==> src/rtl/vdp_video_timing_pkg.sv <==
// Shared phase encodings, default mode constants and phase sequencing helper
// for the programmable VDP raster timing generator.
package vdp_video_timing_pkg;

    typedef enum logic [1:0] {
        STATE_FP     = 2'd0,
        STATE_SYNC   = 2'd1,
        STATE_BP     = 2'd2,
        STATE_ACTIVE = 2'd3
    } phase_t;

    localparam int unsigned DEF_X_WIDTH   = 32'd12;
    localparam int unsigned DEF_Y_WIDTH   = 32'd11;

    localparam int unsigned DEF_H_ACTIVE  = 32'd848;
    localparam int unsigned DEF_H_FP      = 32'd16;
    localparam int unsigned DEF_H_SYNC    = 32'd112;
    localparam int unsigned DEF_H_BP      = 32'd112;

    localparam int unsigned DEF_V_ACTIVE  = 32'd480;
    localparam int unsigned DEF_V_FP      = 32'd6;
    localparam int unsigned DEF_V_SYNC    = 32'd8;
    localparam int unsigned DEF_V_BP      = 32'd23;

    localparam bit          DEF_HSYNC_POL = 1'b0;
    localparam bit          DEF_VSYNC_POL = 1'b0;

    // Both axes walk the same cyclic order; they differ only in start phase.
    function automatic phase_t next_phase(input phase_t p);
        phase_t n;
        case (p)
            STATE_FP:     n = STATE_SYNC;
            STATE_SYNC:   n = STATE_BP;
            STATE_BP:     n = STATE_ACTIVE;
            STATE_ACTIVE: n = STATE_FP;
            default:      n = STATE_FP;
        endcase
        return n;
    endfunction

endpackage

==> src/rtl/vdp_video_timing_if.sv <==
// Configuration and raster status bundle of the VDP timing generator.
// The master side programs the mode; the slave side is the timing block.
interface vdp_video_timing_if
    import vdp_video_timing_pkg::*;
#(
    parameter int unsigned X_WIDTH = DEF_X_WIDTH,
    parameter int unsigned Y_WIDTH = DEF_Y_WIDTH
);
    logic               hold_raster;
    logic [X_WIDTH-1:0] cfg_h_active;
    logic [X_WIDTH-1:0] cfg_h_fp;
    logic [X_WIDTH-1:0] cfg_h_sync;
    logic [X_WIDTH-1:0] cfg_h_bp;
    logic [Y_WIDTH-1:0] cfg_v_active;
    logic [Y_WIDTH-1:0] cfg_v_fp;
    logic [Y_WIDTH-1:0] cfg_v_sync;
    logic [Y_WIDTH-1:0] cfg_v_bp;
    logic               cfg_hsync_pol;
    logic               cfg_vsync_pol;
    logic               cfg_write;
    logic [Y_WIDTH-1:0] irq_line;
    logic               irq_line_en;

    logic [X_WIDTH-1:0] raster_x;
    logic [Y_WIDTH-1:0] raster_y;
    logic               hsync;
    logic               vsync;
    logic               active_display;
    logic               line_ended;
    logic               frame_ended;
    logic               active_line_started;
    logic               active_frame_ended;
    logic               line_irq;
    logic               cfg_pending;
    logic               cfg_error;

    modport master (
        output hold_raster, cfg_h_active, cfg_h_fp, cfg_h_sync, cfg_h_bp,
               cfg_v_active, cfg_v_fp, cfg_v_sync, cfg_v_bp,
               cfg_hsync_pol, cfg_vsync_pol, cfg_write, irq_line, irq_line_en,
        input  raster_x, raster_y, hsync, vsync, active_display, line_ended,
               frame_ended, active_line_started, active_frame_ended, line_irq,
               cfg_pending, cfg_error
    );

    modport slave (
        input  hold_raster, cfg_h_active, cfg_h_fp, cfg_h_sync, cfg_h_bp,
               cfg_v_active, cfg_v_fp, cfg_v_sync, cfg_v_bp,
               cfg_hsync_pol, cfg_vsync_pol, cfg_write, irq_line, irq_line_en,
        output raster_x, raster_y, hsync, vsync, active_display, line_ended,
               frame_ended, active_line_started, active_frame_ended, line_irq,
               cfg_pending, cfg_error
    );

endinterface

==> src/rtl/vdp_timing_axis.sv <==
// One raster axis: position counter plus a four-phase FSM tracking the running
// end-count of the current phase. Next-state values are exported for the top.
module vdp_timing_axis
    import vdp_video_timing_pkg::*;
#(
    parameter int unsigned WIDTH       = DEF_X_WIDTH,
    parameter phase_t      FIRST_PHASE = STATE_FP
) (
    input  logic             clk,
    input  logic             reset,
    input  logic             step,
    input  logic [WIDTH-1:0] size_fp,
    input  logic [WIDTH-1:0] size_sync,
    input  logic [WIDTH-1:0] size_bp,
    input  logic [WIDTH-1:0] size_active,
    output logic [WIDTH-1:0] cnt_r,
    output logic [WIDTH-1:0] cnt_nxt_s,
    output phase_t           phase_nxt_s,
    output logic             last_s
);

    localparam logic [WIDTH-1:0] ONE = {{(WIDTH-1){1'b0}}, 1'b1};

    phase_t           phase_r;
    phase_t           phase_after_s;
    logic [WIDTH-1:0] end_r;
    logic [WIDTH-1:0] end_nxt_s;
    logic [WIDTH-1:0] after_size_s;
    logic [WIDTH-1:0] first_size_s;
    logic             at_end_s;

    // Size of the phase about to be entered and of the phase entered on reset.
    always_comb begin
        phase_after_s = next_phase(phase_r);
        case (phase_after_s)
            STATE_FP:     after_size_s = size_fp;
            STATE_SYNC:   after_size_s = size_sync;
            STATE_BP:     after_size_s = size_bp;
            STATE_ACTIVE: after_size_s = size_active;
            default:      after_size_s = size_active;
        endcase
        case (FIRST_PHASE)
            STATE_FP:     first_size_s = size_fp;
            STATE_SYNC:   first_size_s = size_sync;
            STATE_BP:     first_size_s = size_bp;
            STATE_ACTIVE: first_size_s = size_active;
            default:      first_size_s = size_fp;
        endcase
    end

    // Advance: end-count grows by the entered phase size; leaving the last phase wraps to zero.
    always_comb begin
        at_end_s    = (cnt_r == end_r);
        last_s      = at_end_s && (phase_after_s == FIRST_PHASE);
        cnt_nxt_s   = cnt_r;
        phase_nxt_s = phase_r;
        end_nxt_s   = end_r;
        if (step && at_end_s) begin
            phase_nxt_s = phase_after_s;
            if (last_s) begin
                cnt_nxt_s = {WIDTH{1'b0}};
                end_nxt_s = after_size_s - ONE;
            end else begin
                cnt_nxt_s = cnt_r + ONE;
                end_nxt_s = end_r + after_size_s;
            end
        end else if (step) begin
            cnt_nxt_s = cnt_r + ONE;
        end else begin
            cnt_nxt_s = cnt_r;
        end
    end

    // Axis state registers.
    always_ff @(posedge clk) begin
        if (reset) begin
            cnt_r   <= {WIDTH{1'b0}};
            phase_r <= FIRST_PHASE;
            end_r   <= first_size_s - ONE;
        end else begin
            cnt_r   <= cnt_nxt_s;
            phase_r <= phase_nxt_s;
            end_r   <= end_nxt_s;
        end
    end

endmodule

==> src/rtl/vdp_video_timing.sv <==
// Programmable raster timing generator: double-buffered mode registers applied
// at frame wrap, two timing axes, and registered sync/active/event outputs.
module vdp_video_timing
    import vdp_video_timing_pkg::*;
#(
    parameter int unsigned X_WIDTH   = DEF_X_WIDTH,
    parameter int unsigned Y_WIDTH   = DEF_Y_WIDTH,
    parameter int unsigned H_ACTIVE  = DEF_H_ACTIVE,
    parameter int unsigned H_FP      = DEF_H_FP,
    parameter int unsigned H_SYNC    = DEF_H_SYNC,
    parameter int unsigned H_BP      = DEF_H_BP,
    parameter int unsigned V_ACTIVE  = DEF_V_ACTIVE,
    parameter int unsigned V_FP      = DEF_V_FP,
    parameter int unsigned V_SYNC    = DEF_V_SYNC,
    parameter int unsigned V_BP      = DEF_V_BP,
    parameter bit          HSYNC_POL = DEF_HSYNC_POL,
    parameter bit          VSYNC_POL = DEF_VSYNC_POL
) (
    input logic               clk,
    input logic               reset,
    vdp_video_timing_if.slave vt
);

    typedef struct packed {
        logic [X_WIDTH-1:0] h_active;
        logic [X_WIDTH-1:0] h_fp;
        logic [X_WIDTH-1:0] h_sync;
        logic [X_WIDTH-1:0] h_bp;
        logic [Y_WIDTH-1:0] v_active;
        logic [Y_WIDTH-1:0] v_fp;
        logic [Y_WIDTH-1:0] v_sync;
        logic [Y_WIDTH-1:0] v_bp;
        logic               hsync_pol;
        logic               vsync_pol;
    } mode_t;

    localparam mode_t DEFAULT_MODE = '{
        h_active:  X_WIDTH'(H_ACTIVE),
        h_fp:      X_WIDTH'(H_FP),
        h_sync:    X_WIDTH'(H_SYNC),
        h_bp:      X_WIDTH'(H_BP),
        v_active:  Y_WIDTH'(V_ACTIVE),
        v_fp:      Y_WIDTH'(V_FP),
        v_sync:    Y_WIDTH'(V_SYNC),
        v_bp:      Y_WIDTH'(V_BP),
        hsync_pol: HSYNC_POL,
        vsync_pol: VSYNC_POL
    };

    mode_t              mode_active_r;
    mode_t              mode_pending_r;
    mode_t              mode_next_s;
    mode_t              cfg_in_s;
    logic               cfg_pending_r;
    logic               cfg_error_r;
    logic               cfg_bad_s;

    logic               x_step_s;
    logic               y_step_s;
    logic               frame_wrap_s;
    logic               apply_s;
    logic [X_WIDTH-1:0] x_cnt_r;
    logic [X_WIDTH-1:0] x_cnt_nxt_s;
    logic [Y_WIDTH-1:0] y_cnt_r;
    logic [Y_WIDTH-1:0] y_cnt_nxt_s;
    phase_t             x_phase_nxt_s;
    phase_t             y_phase_nxt_s;
    logic               x_last_s;
    logic               y_last_s;
    logic [X_WIDTH-1:0] h_start_s;

    logic               hsync_r;
    logic               vsync_r;
    logic               active_display_r;
    logic               line_ended_r;
    logic               frame_ended_r;
    logic               active_line_started_r;
    logic               active_frame_ended_r;
    logic               line_irq_r;

    // Capture the programming bus and reject any mode containing a zero-sized phase.
    always_comb begin
        cfg_in_s = '{
            h_active:  vt.cfg_h_active,
            h_fp:      vt.cfg_h_fp,
            h_sync:    vt.cfg_h_sync,
            h_bp:      vt.cfg_h_bp,
            v_active:  vt.cfg_v_active,
            v_fp:      vt.cfg_v_fp,
            v_sync:    vt.cfg_v_sync,
            v_bp:      vt.cfg_v_bp,
            hsync_pol: vt.cfg_hsync_pol,
            vsync_pol: vt.cfg_vsync_pol
        };
        cfg_bad_s = (vt.cfg_h_active == {X_WIDTH{1'b0}}) || (vt.cfg_h_fp == {X_WIDTH{1'b0}}) ||
                    (vt.cfg_h_sync   == {X_WIDTH{1'b0}}) || (vt.cfg_h_bp == {X_WIDTH{1'b0}}) ||
                    (vt.cfg_v_active == {Y_WIDTH{1'b0}}) || (vt.cfg_v_fp == {Y_WIDTH{1'b0}}) ||
                    (vt.cfg_v_sync   == {Y_WIDTH{1'b0}}) || (vt.cfg_v_bp == {Y_WIDTH{1'b0}});
    end

    // Mode in force after this edge: the axes see the new mode on the wrap edge itself.
    always_comb begin
        x_step_s     = ~vt.hold_raster;
        y_step_s     = x_step_s & x_last_s;
        frame_wrap_s = y_step_s & y_last_s;
        apply_s      = frame_wrap_s & cfg_pending_r;
        if (reset) begin
            mode_next_s = DEFAULT_MODE;
        end else if (apply_s) begin
            mode_next_s = mode_pending_r;
        end else begin
            mode_next_s = mode_active_r;
        end
        h_start_s = mode_next_s.h_fp + mode_next_s.h_sync + mode_next_s.h_bp;
    end

    vdp_timing_axis #(
        .WIDTH       (X_WIDTH),
        .FIRST_PHASE (STATE_FP)
    ) u_axis_x (
        .clk         (clk),
        .reset       (reset),
        .step        (x_step_s),
        .size_fp     (mode_next_s.h_fp),
        .size_sync   (mode_next_s.h_sync),
        .size_bp     (mode_next_s.h_bp),
        .size_active (mode_next_s.h_active),
        .cnt_r       (x_cnt_r),
        .cnt_nxt_s   (x_cnt_nxt_s),
        .phase_nxt_s (x_phase_nxt_s),
        .last_s      (x_last_s)
    );

    vdp_timing_axis #(
        .WIDTH       (Y_WIDTH),
        .FIRST_PHASE (STATE_ACTIVE)
    ) u_axis_y (
        .clk         (clk),
        .reset       (reset),
        .step        (y_step_s),
        .size_fp     (mode_next_s.v_fp),
        .size_sync   (mode_next_s.v_sync),
        .size_bp     (mode_next_s.v_bp),
        .size_active (mode_next_s.v_active),
        .cnt_r       (y_cnt_r),
        .cnt_nxt_s   (y_cnt_nxt_s),
        .phase_nxt_s (y_phase_nxt_s),
        .last_s      (y_last_s)
    );

    // Active/pending mode registers; a write landing on the wrap edge stays pending.
    always_ff @(posedge clk) begin
        if (reset) begin
            mode_active_r  <= DEFAULT_MODE;
            mode_pending_r <= DEFAULT_MODE;
            cfg_pending_r  <= 1'b0;
            cfg_error_r    <= 1'b0;
        end else begin
            mode_active_r <= mode_next_s;
            cfg_error_r   <= vt.cfg_write & cfg_bad_s;
            if (vt.cfg_write && !cfg_bad_s) begin
                mode_pending_r <= cfg_in_s;
                cfg_pending_r  <= 1'b1;
            end else if (apply_s) begin
                cfg_pending_r  <= 1'b0;
            end else begin
                cfg_pending_r  <= cfg_pending_r;
            end
        end
    end

    // Registered raster outputs, derived from next-state so they align with raster_x/raster_y.
    always_ff @(posedge clk) begin
        if (reset) begin
            hsync_r               <= ~HSYNC_POL;
            vsync_r               <= ~VSYNC_POL;
            active_display_r      <= 1'b0;
            line_ended_r          <= 1'b0;
            frame_ended_r         <= 1'b0;
            active_line_started_r <= 1'b0;
            active_frame_ended_r  <= 1'b0;
            line_irq_r            <= 1'b0;
        end else if (x_step_s) begin
            hsync_r               <= (x_phase_nxt_s == STATE_SYNC) ~^ mode_next_s.hsync_pol;
            vsync_r               <= (y_phase_nxt_s == STATE_SYNC) ~^ mode_next_s.vsync_pol;
            active_display_r      <= (x_phase_nxt_s == STATE_ACTIVE) && (y_phase_nxt_s == STATE_ACTIVE);
            line_ended_r          <= (x_cnt_nxt_s == {X_WIDTH{1'b0}});
            frame_ended_r         <= (x_cnt_nxt_s == {X_WIDTH{1'b0}}) && (y_cnt_nxt_s == {Y_WIDTH{1'b0}});
            active_line_started_r <= (x_cnt_nxt_s == h_start_s);
            active_frame_ended_r  <= (x_cnt_nxt_s == {X_WIDTH{1'b0}}) && (y_cnt_nxt_s == mode_next_s.v_active);
            line_irq_r            <= vt.irq_line_en && (x_cnt_nxt_s == {X_WIDTH{1'b0}}) &&
                                     (y_cnt_nxt_s == vt.irq_line);
        end else begin
            hsync_r               <= hsync_r;
            vsync_r               <= vsync_r;
            active_display_r      <= active_display_r;
            line_ended_r          <= line_ended_r;
            frame_ended_r         <= frame_ended_r;
            active_line_started_r <= active_line_started_r;
            active_frame_ended_r  <= active_frame_ended_r;
            line_irq_r            <= line_irq_r;
        end
    end

    assign vt.raster_x            = x_cnt_r;
    assign vt.raster_y            = y_cnt_r;
    assign vt.hsync               = hsync_r;
    assign vt.vsync               = vsync_r;
    assign vt.active_display      = active_display_r;
    assign vt.line_ended          = line_ended_r;
    assign vt.frame_ended         = frame_ended_r;
    assign vt.active_line_started = active_line_started_r;
    assign vt.active_frame_ended  = active_frame_ended_r;
    assign vt.line_irq            = line_irq_r;
    assign vt.cfg_pending         = cfg_pending_r;
    assign vt.cfg_error           = cfg_error_r;

endmodule
==> src/flat_wrapper.sv <==
// flat-port wrapper written by rule: the top's interface ports become plain ports
module vdp_video_timing_flat import vdp_video_timing_pkg::*;
#(
    parameter int unsigned X_WIDTH   = DEF_X_WIDTH,
    parameter int unsigned Y_WIDTH   = DEF_Y_WIDTH,
    parameter int unsigned H_ACTIVE  = DEF_H_ACTIVE,
    parameter int unsigned H_FP      = DEF_H_FP,
    parameter int unsigned H_SYNC    = DEF_H_SYNC,
    parameter int unsigned H_BP      = DEF_H_BP,
    parameter int unsigned V_ACTIVE  = DEF_V_ACTIVE,
    parameter int unsigned V_FP      = DEF_V_FP,
    parameter int unsigned V_SYNC    = DEF_V_SYNC,
    parameter int unsigned V_BP      = DEF_V_BP,
    parameter bit          HSYNC_POL = DEF_HSYNC_POL,
    parameter bit          VSYNC_POL = DEF_VSYNC_POL
)
  (clk, reset, vt_hold_raster, vt_cfg_h_active, vt_cfg_h_fp, vt_cfg_h_sync, vt_cfg_h_bp, vt_cfg_v_active, vt_cfg_v_fp, vt_cfg_v_sync, vt_cfg_v_bp, vt_cfg_hsync_pol, vt_cfg_vsync_pol, vt_cfg_write, vt_irq_line, vt_irq_line_en, vt_raster_x, vt_raster_y, vt_hsync, vt_vsync, vt_active_display, vt_line_ended, vt_frame_ended, vt_active_line_started, vt_active_frame_ended, vt_line_irq, vt_cfg_pending, vt_cfg_error);
  vdp_video_timing_if #(.X_WIDTH(X_WIDTH), .Y_WIDTH(Y_WIDTH)) vt_i ();
  input logic clk;
  input logic reset;
  input wire logic [$bits(vt_i.hold_raster)-1:0] vt_hold_raster;
  input wire logic [$bits(vt_i.cfg_h_active)-1:0] vt_cfg_h_active;
  input wire logic [$bits(vt_i.cfg_h_fp)-1:0] vt_cfg_h_fp;
  input wire logic [$bits(vt_i.cfg_h_sync)-1:0] vt_cfg_h_sync;
  input wire logic [$bits(vt_i.cfg_h_bp)-1:0] vt_cfg_h_bp;
  input wire logic [$bits(vt_i.cfg_v_active)-1:0] vt_cfg_v_active;
  input wire logic [$bits(vt_i.cfg_v_fp)-1:0] vt_cfg_v_fp;
  input wire logic [$bits(vt_i.cfg_v_sync)-1:0] vt_cfg_v_sync;
  input wire logic [$bits(vt_i.cfg_v_bp)-1:0] vt_cfg_v_bp;
  input wire logic [$bits(vt_i.cfg_hsync_pol)-1:0] vt_cfg_hsync_pol;
  input wire logic [$bits(vt_i.cfg_vsync_pol)-1:0] vt_cfg_vsync_pol;
  input wire logic [$bits(vt_i.cfg_write)-1:0] vt_cfg_write;
  input wire logic [$bits(vt_i.irq_line)-1:0] vt_irq_line;
  input wire logic [$bits(vt_i.irq_line_en)-1:0] vt_irq_line_en;
  output wire logic [$bits(vt_i.raster_x)-1:0] vt_raster_x;
  output wire logic [$bits(vt_i.raster_y)-1:0] vt_raster_y;
  output wire logic [$bits(vt_i.hsync)-1:0] vt_hsync;
  output wire logic [$bits(vt_i.vsync)-1:0] vt_vsync;
  output wire logic [$bits(vt_i.active_display)-1:0] vt_active_display;
  output wire logic [$bits(vt_i.line_ended)-1:0] vt_line_ended;
  output wire logic [$bits(vt_i.frame_ended)-1:0] vt_frame_ended;
  output wire logic [$bits(vt_i.active_line_started)-1:0] vt_active_line_started;
  output wire logic [$bits(vt_i.active_frame_ended)-1:0] vt_active_frame_ended;
  output wire logic [$bits(vt_i.line_irq)-1:0] vt_line_irq;
  output wire logic [$bits(vt_i.cfg_pending)-1:0] vt_cfg_pending;
  output wire logic [$bits(vt_i.cfg_error)-1:0] vt_cfg_error;
  assign vt_i.hold_raster = vt_hold_raster;
  assign vt_i.cfg_h_active = vt_cfg_h_active;
  assign vt_i.cfg_h_fp = vt_cfg_h_fp;
  assign vt_i.cfg_h_sync = vt_cfg_h_sync;
  assign vt_i.cfg_h_bp = vt_cfg_h_bp;
  assign vt_i.cfg_v_active = vt_cfg_v_active;
  assign vt_i.cfg_v_fp = vt_cfg_v_fp;
  assign vt_i.cfg_v_sync = vt_cfg_v_sync;
  assign vt_i.cfg_v_bp = vt_cfg_v_bp;
  assign vt_i.cfg_hsync_pol = vt_cfg_hsync_pol;
  assign vt_i.cfg_vsync_pol = vt_cfg_vsync_pol;
  assign vt_i.cfg_write = vt_cfg_write;
  assign vt_i.irq_line = vt_irq_line;
  assign vt_i.irq_line_en = vt_irq_line_en;
  assign vt_raster_x = vt_i.raster_x;
  assign vt_raster_y = vt_i.raster_y;
  assign vt_hsync = vt_i.hsync;
  assign vt_vsync = vt_i.vsync;
  assign vt_active_display = vt_i.active_display;
  assign vt_line_ended = vt_i.line_ended;
  assign vt_frame_ended = vt_i.frame_ended;
  assign vt_active_line_started = vt_i.active_line_started;
  assign vt_active_frame_ended = vt_i.active_frame_ended;
  assign vt_line_irq = vt_i.line_irq;
  assign vt_cfg_pending = vt_i.cfg_pending;
  assign vt_cfg_error = vt_i.cfg_error;
  vdp_video_timing #(.X_WIDTH(X_WIDTH), .Y_WIDTH(Y_WIDTH), .H_ACTIVE(H_ACTIVE), .H_FP(H_FP), .H_SYNC(H_SYNC), .H_BP(H_BP), .V_ACTIVE(V_ACTIVE), .V_FP(V_FP), .V_SYNC(V_SYNC), .V_BP(V_BP), .HSYNC_POL(HSYNC_POL), .VSYNC_POL(VSYNC_POL)) u_core (.clk(clk), .reset(reset), .vt(vt_i));
endmodule
==> config.mk <==
export PLATFORM = sky130hd
export DESIGN_NAME = vdp_video_timing_flat
export DESIGN_NICKNAME = d
export VERILOG_FILES = /design/src/rtl/vdp_video_timing_pkg.sv /design/src/rtl/vdp_video_timing_if.sv /design/src/rtl/vdp_timing_axis.sv /design/src/rtl/vdp_video_timing.sv /design/src/flat_wrapper.sv
export SDC_FILE = /design/constraint.sdc
export NUM_CORES = 1
export LEC_CHECK = 0
export CORE_MARGIN = 5
export CORE_UTILIZATION = 37
export DETAILED_ROUTE_END_ITERATION = 10
export GPL_TIMING_DRIVEN = 0
export PLACE_DENSITY = 0.58
export SLEW_MARGIN = 30
export SYNTH_ARGS = -nofsm -noshare
export SYNTH_HDL_FRONTEND = slang
export SYNTH_SLANG_ARGS = --single-unit
export TNS_END_PERCENT = 50
==> constraint.sdc <==
create_clock -name clk -period 6.05 [get_ports clk]
set_clock_uncertainty 0.15 [all_clocks]
set_input_delay 1.815 -clock clk [delete_from_list [all_inputs] [get_ports clk]]
set_output_delay 1.815 -clock clk [all_outputs]
set_load 0.005 [all_outputs]
# == Yosys cells after proc, flatten, opt, wreduce, memory -nomap -nowiden ==
# Index checks and enable logic that the tools add are counted.
# totals
word_cells,131
ramBits,0
latchBits,0
rom_bits,0
reg_bits,248
mem_count,0
output_inout_bits,33
input_bits,110
# op_classes
n_shift,0
n_mul,0
div_mod_pow,0
n_mux,22
n_lt_le_gt_ge,0
eq_ne,21
addsub,10
n_bitwise,7
n_reduce_logical,35
# ops
cell,n
94-bit 2-to-1 mux,2
12-bit 2-to-1 mux,6
11-bit 2-to-1 mux,6
12-bit zero test,5
11-bit zero test,5
12-bit case mux with 4 select lines,1
11-bit case mux with 4 select lines,1
12-bit adder,3
11-bit equality test,3
12-bit equality test,2
"12-bit by 1-bit subtractor with 12-bit output, second input constant",2
"11-bit by 1-bit subtractor with 11-bit output, second input constant",2
"2-bit equality test, second input constant",10
2-bit case mux with 4 select lines,2
"12-bit by 1-bit adder with 12-bit output, second input constant",1
"2-bit by 1-bit equality test with 1-bit output, second input constant",6
"11-bit by 1-bit adder with 11-bit output, second input constant",1
11-bit adder,1
1-bit logical AND,10
2-bit zero test,4
1-bit logical OR,7
2-bit nonzero test,3
1-bit bitwise AND,4
2-bit 2-to-1 mux,2
other kinds (4),6

# == Depth between registers and ports, before layout ==
# Gate-level depths: netlist of run 1.
# logic_depth
ltp_word,14
ltp_mapped,26
depth_no_buf,22

# == By module ==
# From an unflattened synthesis of run 1, not the netlist that was laid out.
# hier_totals
cells_unflattened,1731
area_unflattened_um2,14347.5
# by_module_without_submodules
mod,seq_area_each_um2,cells_each,instances,area_each_um2
vdp_video_timing,3963.8,1081,1,9137.5
vdp_timing_axis (u_core.u_axis_x),640.6,335,1,2673.8
vdp_timing_axis (u_core.u_axis_y),590.6,315,1,2536.2

# == Worst setup path before layout of run 1 ==
# No wires, ideal clock.
# synth_path
kind,input-to-reg
startpoint,input vt_hold_raster
endpoint,register u_core.active_line_started_r (netlist: u_core.vt.active_line_started)
setup_ps,84
path_slack_ps,-183
cell_stages,24
required_time_ps,5816
arrival_ps,5999
n_path_buf,4
cell_sequence,nand2b_1 -> or4_1 -> buf_6 -> nor2_8 -> buf_8 -> buf_6 -> buf_4 -> nand2_1 -> a21oi_1 -> inv_1 -> fa_1 -> inv_1 -> ha_1 -> inv_1 -> fa_1 -> nand2b_1 -> a21oi_1 -> o221ai_1 -> a21oi_1 -> xor2_1 -> nor3b_1 -> o21a_1 -> o21ai_1 -> o31ai_2
# synth_via
elab_chain_len,9
elab_cells_between_ends,12
classes_between,add/sub (2); eq/ne (1); mux (4); bitwise (4); reduce/logical (1)
# synth_lines
item,line,source
"start, declared",flat_wrapper.sv:21,input wire logic [$bits(vt_i.hold_raster)-1:0] vt_hold_raster;
1-bit inverter,vdp_video_timing.sv:103,x_step_s = ~vt.hold_raster;
1-bit bitwise AND,vdp_video_timing.sv:104,y_step_s = x_step_s & x_last_s;
1-bit bitwise AND,vdp_video_timing.sv:105,frame_wrap_s = y_step_s & y_last_s;
1-bit bitwise AND,vdp_video_timing.sv:106,apply_s = frame_wrap_s & cfg_pending_r;
94-bit 2-to-1 mux,vdp_video_timing.sv:109,end else if (apply_s) begin
94-bit 2-to-1 mux,vdp_video_timing.sv:107,if (reset) begin
12-bit adder (2 in series),vdp_video_timing.sv:114,h_start_s = mode_next_s.h_fp + mode_next_s.h_sync + mode_next_s.h_bp;
12-bit equality test,vdp_video_timing.sv:189,active_line_started_r <= (x_cnt_nxt_s == h_start_s);
"end signal, assigned",vdp_video_timing.sv:189,
"end signal, assigned",vdp_video_timing.sv:199,active_line_started_r <= active_line_started_r;
"end, declared",vdp_video_timing.sv:77,logic active_line_started_r;
# Several ways; a longest one is shown, not always the timed one.
# A chain may end at the register's enable or synchronous reset.

==> results of run 1 <==
[state kept, by name, summed over array words and instances (netlist names), 2 cells and up]
name                     cells
u_core.u_axis_y.phase_r      2
u_core.u_axis_x.phase_r      2
u_core.mode_pending_r       94
u_core.u_axis_y.cnt_r       11
u_core.u_axis_y.end_r       11
u_core.u_axis_x.cnt_r       12
u_core.mode_active_r        94
u_core.u_axis_x.end_r       12
[what timing repair did]
item / CTS / global route
pin swaps: 4 / 8
setup endpoints to repair: 10 / 8
buffers inserted: 8 / 4
gates resized for setup: 46 / 24
hold endpoints to repair: 0 / 0
[power by group]
group / switching [W] / internal, W
registers: 0.0000510 / 0.00171
clock network: 0.000724 / 0.00111
logic: 0.000213 / 0.000175
[worst paths after layout]
kind	to	depth (start not counted)
worst max register to register	u_core.vt.active_line_started$_SDFFE_PP0N_	21
worst min-delay path	u_core.vt.line_irq$_SDFFE_PP0N_	2
worst min register to register	u_core.vt.line_irq$_SDFFE_PP0N_	2
worst max-delay path	u_core.vt.active_line_started$_SDFFE_PP0N_	20
[worst max-delay path: stages]
cell	delay, ps
buf_2	160
nand2b_4	160
or4_4	540
nor2_8	140
buf_12	150
buf_12	140
buf_12	150
nand2_1	90
a21oi_1	380
fa_1	520
ha_1	320
nand3_1	110
a21boi_0	120
o31a_1	310
o22a_1	260
a21o_1	210
a21oi_2	200
xnor2_1	140
o21ai_1	100
o31ai_2	220
[cells by family after synthesis]
logic type	count (synthesis)	share of synthesized area, %
mux	21	1.62
buf+inv	144	4.72
simple gates	757	25.2
fa+ha+maj	63	6.74
xor+xnor	108	7.41
compound gates	334	15.1
flops	248	39.2
[per-layer routing]
| metal | vias up | share of wire [%] | global-route usage (%) |
|---|---|---|---|
| li1 | 6126 | - | - |
| met1 | 5780 | 47 | 32.5 |
| met2 | 415 | 44 | 34.9 |
| met3 | 66 | 6.4 | 2.83 |
| met4 | 0 | 2.4 | 5.45 |
| met5 | - | 0 | 0 |
[area by class of cell]
cell class	count	area share, %
multi-input cells	1283	45.7
clock inverters	12	0.929
well taps	461	3.48
inverters	40	0.906
repair buffers	154	9.11
flip-flops and latches	248	31.4
clock buffers	40	5.17
plain buffers	102	3.31
[cell usage in the layout (no fill, tap or decap), types with 16 or more instances in the layout]
| cell | Yosys | layout |
|---|---|---|
| edfxtp_1 | 23 | 23 |
| nand4_1 | 18 | 18 |
| clkbuf_1 | 76 | 61 |
| nand3_1 | 77 | 77 |
| inv_1 | 36 | 36 |
| clkdlybuf4s50_1 | 0 | 140 |
| ha_1 | 49 | 47 |
| clkbuf_16 | 0 | 29 |
| o21ai_0 | 24 | 24 |
| dfxtp_1 | 225 | 225 |
| xnor2_1 | 70 | 70 |
| a21oi_1 | 198 | 187 |
| nor2_1 | 84 | 84 |
| nor4_1 | 32 | 31 |
| xor2_1 | 34 | 33 |
| nand2_1 | 445 | 445 |
| buf_4 | 5 | 16 |
| nor3_1 | 27 | 26 |
[per-stage QoR]
stage,cells,setup TNS [ps]
2_1_floorplan,1675,0
3_3_place_gp,2278,-11930
3_5_place_dp,2278,-12220
4_1_cts,2338,0
5_1_grt,2340,-3.09
6_report,2340,0
==> impl_metrics.toml, run 1 <==
[finish]
multi_input_area_mm2 = 0.00758
finalCoreUtilization_pct = 46.7
ff_latch_area_mm2 = 0.00519
fill_cells = 3513
syn_to_final_growth_pct = 25.0
diodes = 0
drive_above_1_share_pct = 8.04
fin_nets = 2030
postLayoutCellArea_mm2 = 0.0166

[die]
core_region_area_mm2 = 0.0355
rows = 69
dieWidth_um = 199
die_h_um = 199
ios = 143
design.die.area_mm2 = 0.0397
start_util_pct = 37.4

[run]
cap_violations = 0

[cts]
clock_path_buffers = 3
cts.sinks = 248
clock_latency_ps = 560
clockRootBuffer = "clkbuf_16"
cts_hold_buffers = 0
clkTransAtPathRegs_ps = 60
cts_buffers = 28
htree_levels = 1
cts_tree = "built"

[place]
hpwl_um = 35900
dp_slack_ps = -1480
gp_congestion = 0.903
placedInstanceArea_mm2 = 0.0153
port_buffers = 142

[sta]
final-setup-viol-count = 0
fin_crit_ps = 5920
hold_violations = 0
holdWs_ps = 294
finalCritPeriodShare_pct = 97.9
max_slew_margin_pct = 42.3
slew_violations = 0
worstMarginPinSlew_ps = 857
final.setup.worst_slack_ps = 128
clock.fmax_ghz = 0.169

[synth]
synth_top_cell_area_share_pct = 34.0
yosysSeqAreaShare_pct = 39.2
async_flop_share_pct = 0
avgSynthCellArea_um2 = 7.91
yosysWarnings = 0
synth-edff-count = 23
ys_ff_latch = 248
synth.area.top_cells = "dfxtp_1 34%, nand2_1 13%, a21oi_1 7.5%, edfxtp_1 5.2%, ha_1 4.6%"
synth_largest_area_cell = "dfxtp_1"
syn_inst = 1675
synth.most_common_cell = "nand2_1"
synthTopCellsByCount = "445 x nand2_1, 225 x dfxtp_1, 198 x a21oi_1"
synth_ff_type = "dfxtp_1"
synth.cell_area_mm2 = 0.0133
syn-num-nets = 1848
synth.distinct_cells = 80

[setup_path]
arrival_ps = 6250
endpoint_kind = "register"
criticalPathCategory = "in -> reg"
worstSetupStartpointType = "input pin"
reg2reg_setup_slack_ps = 410
timing.rr.start = "u_core.u_axis_y.cnt_r[0]$_SDFF_PP0_"
startpoint = "vt_hold_raster"
cp_max_fo = 10
cp.required_ps = 6380

[global_route]
grt_use_total_pct = 22.2
grt_pass1_wl_um = 69000
grt_start_max_net_pins = 15
antenna_found_initial = 0
grt.overflow.total = 0
grt_pass1_vias = 11700

[min_path]
hold_path_class = "reg -> reg"
holdCritStartpoint = "u_core.vt.line_irq$_SDFFE_PP0N_"

[routing]
dr_total_vias = 12400
via_per_inst = 5.29
drt_iter0_drc = 946
drc = 0
wl_per_cell_um = 19.4
totalWireLength_um = 45400
drtAntennaViolNets = 0
dr.pass1.iters = 8

[power]
p_leak_nw = 6.22
power_density_mw_per_mm2 = 241
total_power_w = 0.00399
vdd_ir_drop_max_mv = 0.185

[status]
status = "completed"
Note: power is estimated with default switching activity, not from simulation.
==> inputs of run 2 (changes only) <==
--- a/config.mk
+++ b/config.mk
@@ -9,7 +9,7 @@
 export CORE_UTILIZATION = 37
 export DETAILED_ROUTE_END_ITERATION = 10
 export GPL_TIMING_DRIVEN = 0
-export PLACE_DENSITY = 0.58
+export PLACE_DENSITY = 0.56
 export SLEW_MARGIN = 30
 export SYNTH_ARGS = -nofsm -noshare
 export SYNTH_HDL_FRONTEND = slang
==> constraint.sdc (replaced) <==
create_clock -name clk -period 7.5 [get_ports clk]
set_clock_uncertainty 0.15 [all_clocks]
set_input_delay 2.25 -clock clk [delete_from_list [all_inputs] [get_ports clk]]
set_output_delay 2.25 -clock clk [all_outputs]
set_load 0.005 [all_outputs]
==> run 2 against run 1 <==
Against the previous run:
- die area is the same
- count of clock-buffer cells in the layout decreased by 10
- sequential power is 19% lower
- via count is 0.98% lower
- critical path depth is 3 lower
- routed wire length is 1.0% lower
- clock power fell by 24%
- final cell count decreased by 0.68%
- critical endpoint unchanged
- largest power group is now sequential cells
==> impl_metrics.toml, run 2 (synthesis gave the netlist of run 1 again) <==
[cts]
cts_buffers = 27
clockRootBuffer = "clkbuf_16"
cts_tree = "built"
cts.sinks = 248
htree_levels = 1
clock_path_buffers = 3
clock_latency_ps = 540
clkTransAtPathRegs_ps = 60

[finish]
final_cells = 2324
final_common_cell = "nand2_1"
fin_nets = 2020
top_regs = "u_core.mode_active_r: 94 flops, u_core.mode_pending_r: 94 flops"
final_cell_mix = "445 x nand2_1, 225 x dfxtp_1, 195 x a21oi_1, 141 x clkdlybuf4s50_1, 84 x nor2_1"
diodes = 0
drive_above_1_share_pct = 5.26
syn_to_final_growth_pct = 22.2

[die]
rows = 69
dieWidth_um = 199
die_h_um = 199
core_region_area_mm2 = 0.0355
ios = 143
start_util_pct = 37.4
design.die.area_mm2 = 0.0397

[sta]
finalCritPeriodShare_pct = 94.0
fin_crit_ps = 7050
rsz0062_at_grt = "no"
clock.fmax_ghz = 0.142
final-setup-viol-count = 0
final.setup.worst_slack_ps = 450
hold_violations = 0
max_slew_margin_pct = 31.4
worstMarginPinSlew_ps = 1020
slew_violations = 0

[setup_path]
endpoint_kind = "register"
worstSetupStartpointType = "input pin"
ff2ff_path_depth = 21
r2r_end = "u_core.vt.active_line_started$_SDFFE_PP0N_"
cp_max_fo = 10
timing.rr.start = "u_core.u_axis_x.cnt_r[0]$_SDFF_PP0_"
reg2reg_setup_slack_ps = 1380
arrival_ps = 7360
criticalPathCategory = "in -> reg"
cp.required_ps = 7810

[min_path]
holdPathEnd = "u_core.mode_pending_r[0]$_SDFFE_PP0P_"
min_path_cells = 2
hold_path_class = "reg -> reg"
holdCritStartpoint = "u_core.mode_pending_r[0]$_SDFFE_PP0P_"

[place]
hpwl_um = 35800
dp_slack_ps = -661
dp.cells = 2278
port_buffers = 142
gp_congestion = 0.892

[routing]
drc = 0
totalWireLength_um = 44900
wl_per_cell_um = 19.3
drtAntennaViolNets = 0
dr.pass1.iters = 7
via_per_inst = 5.28
dr_total_vias = 12300
drt_iter0_drc = 956

[power]
vdd_ir_drop_max_mv = 0.155
p_switching_w = 0.000774
pwr-share-seq_pct = 45.6
p_int_w = 0.00235
power_density_mw_per_mm2 = 193
p_leak_nw = 6.03
p_comb_share_pct = 9.9
power.share.clock_pct = 44.5
switching_share_pct = 24.8

[global_route]
grt_pass1_wl_um = 69000
grt_start_max_net_pins = 15
grt_pass1_vias = 11800
grt.overflow.total = 0
antenna_found_initial = 1
grt_use_total_pct = 22.1

[run]
cap_violations = 0

[status]
status = "completed"
==> run 2: cell types whose count changed in the layout (fill, tap and decap cells not counted), moves of 3 or more <==
| cell | before | now |
|---|---|---|
| a21oi_1 | 187 | 195 |
| a21oi_2 | 12 | 5 |
| buf_1 | 5 | 8 |
| buf_12 | 4 | 0 |
| buf_4 | 16 | 6 |
| clkbuf_1 | 61 | 72 |
| clkbuf_2 | 12 | 5 |
| clkbuf_4 | 5 | 0 |
| clkbuf_8 | 9 | 3 |
| inv_6 | 0 | 3 |
==> run 2: how the worst max path moves through the flow <==
stage | slack, ps | startpoint | to
floorplan | 830 | vt_hold_raster | u_core.vt.active_line_started$_SDFFE_PP0N_
global placement | -590 | vt_hold_raster | u_core.vt.active_line_started$_SDFFE_PP0N_
detailed placement | -660 | vt_hold_raster | u_core.vt.active_line_started$_SDFFE_PP0N_
CTS | 20 | vt_hold_raster | u_core.vt.active_line_started$_SDFFE_PP0N_
global route | 100 | vt_hold_raster | u_core.vt.active_line_started$_SDFFE_PP0N_
finish | 450 | reset | u_core.vt.active_line_started$_SDFFE_PP0N_
==> run 2: per-layer routing <==
layer,GRT usage [%],part of all wire (%),vias to the layer above
li1,-,-,6092
met1,32.8,48,5699
met2,34.4,43,416
met3,2.82,6.4,59
met4,4.81,2.2,0
met5,0,0,-
==> run 2: per-stage QoR <==
stage / utilization, % / hold WS (ps) / TNS (ps) / instance area, um^2 / power (W)
finish: 45.7 / 308 / 0 / 16200 / 0.00312
CTS: 45.6 / 306 / 0 / 16200 / 0.00314
global route: 45.7 / 319 / 0 / 16200 / 0.00322
floorplan: - / 284 / 0 / 13300 / 0.00160
detailed placement: 43.0 / 297 / -1430 / 15300 / 0.00176
global placement: 43.0 / 292 / -1150 / 15300 / 0.00176
==> run 2: worst max-delay path: stages <==
cell             delay [ps]
clkdlybuf4s50_1         660
clkbuf_1                530
clkbuf_1                500
clkbuf_2                440
a21oi_1                 160
fa_1                    550
inv_1                    70
fa_1                    450
nand2b_1                200
a21oi_2                 190
o221ai_1                190
a21oi_2                 220
xor2_2                  240
nor3b_1                 240
o21a_1                  150
o21ai_1                  60
o31ai_2                 220
==> run 2: timing repair <==
item,in CTS,in global routing
endpoints found under the setup margin,1,2
gates resized for setup,4,5
gates cloned,0,0
buffers inserted,1,0
hold buffers,0,0
pin swaps,1,1
==> run 2: layout make-up <==
type,count,area (um^2)
multi-input combinational,1283,7450
clock buffer,30,717
fill,3553,19300
inverter,40,150
timing repair buffer,143,1430
tap,461,577
clock inverter,15,194
sequential,248,5190
buffer,104,480
==> run 2: power by group through the flow <==
| stage | Combinational [W] | Sequential, W | Clock [W] |
|---|---|---|---|
| finish | 0.000308 | 0.00142 | 0.00139 |
| global route | 0.000339 | 0.00143 | 0.00146 |
| CTS | 0.000309 | 0.00142 | 0.00141 |
| detailed placement | 0.000308 | 0.00145 | 0 |
| global placement | 0.000305 | 0.00145 | 0 |
| floorplan | 0.000167 | 0.00143 | 0 |
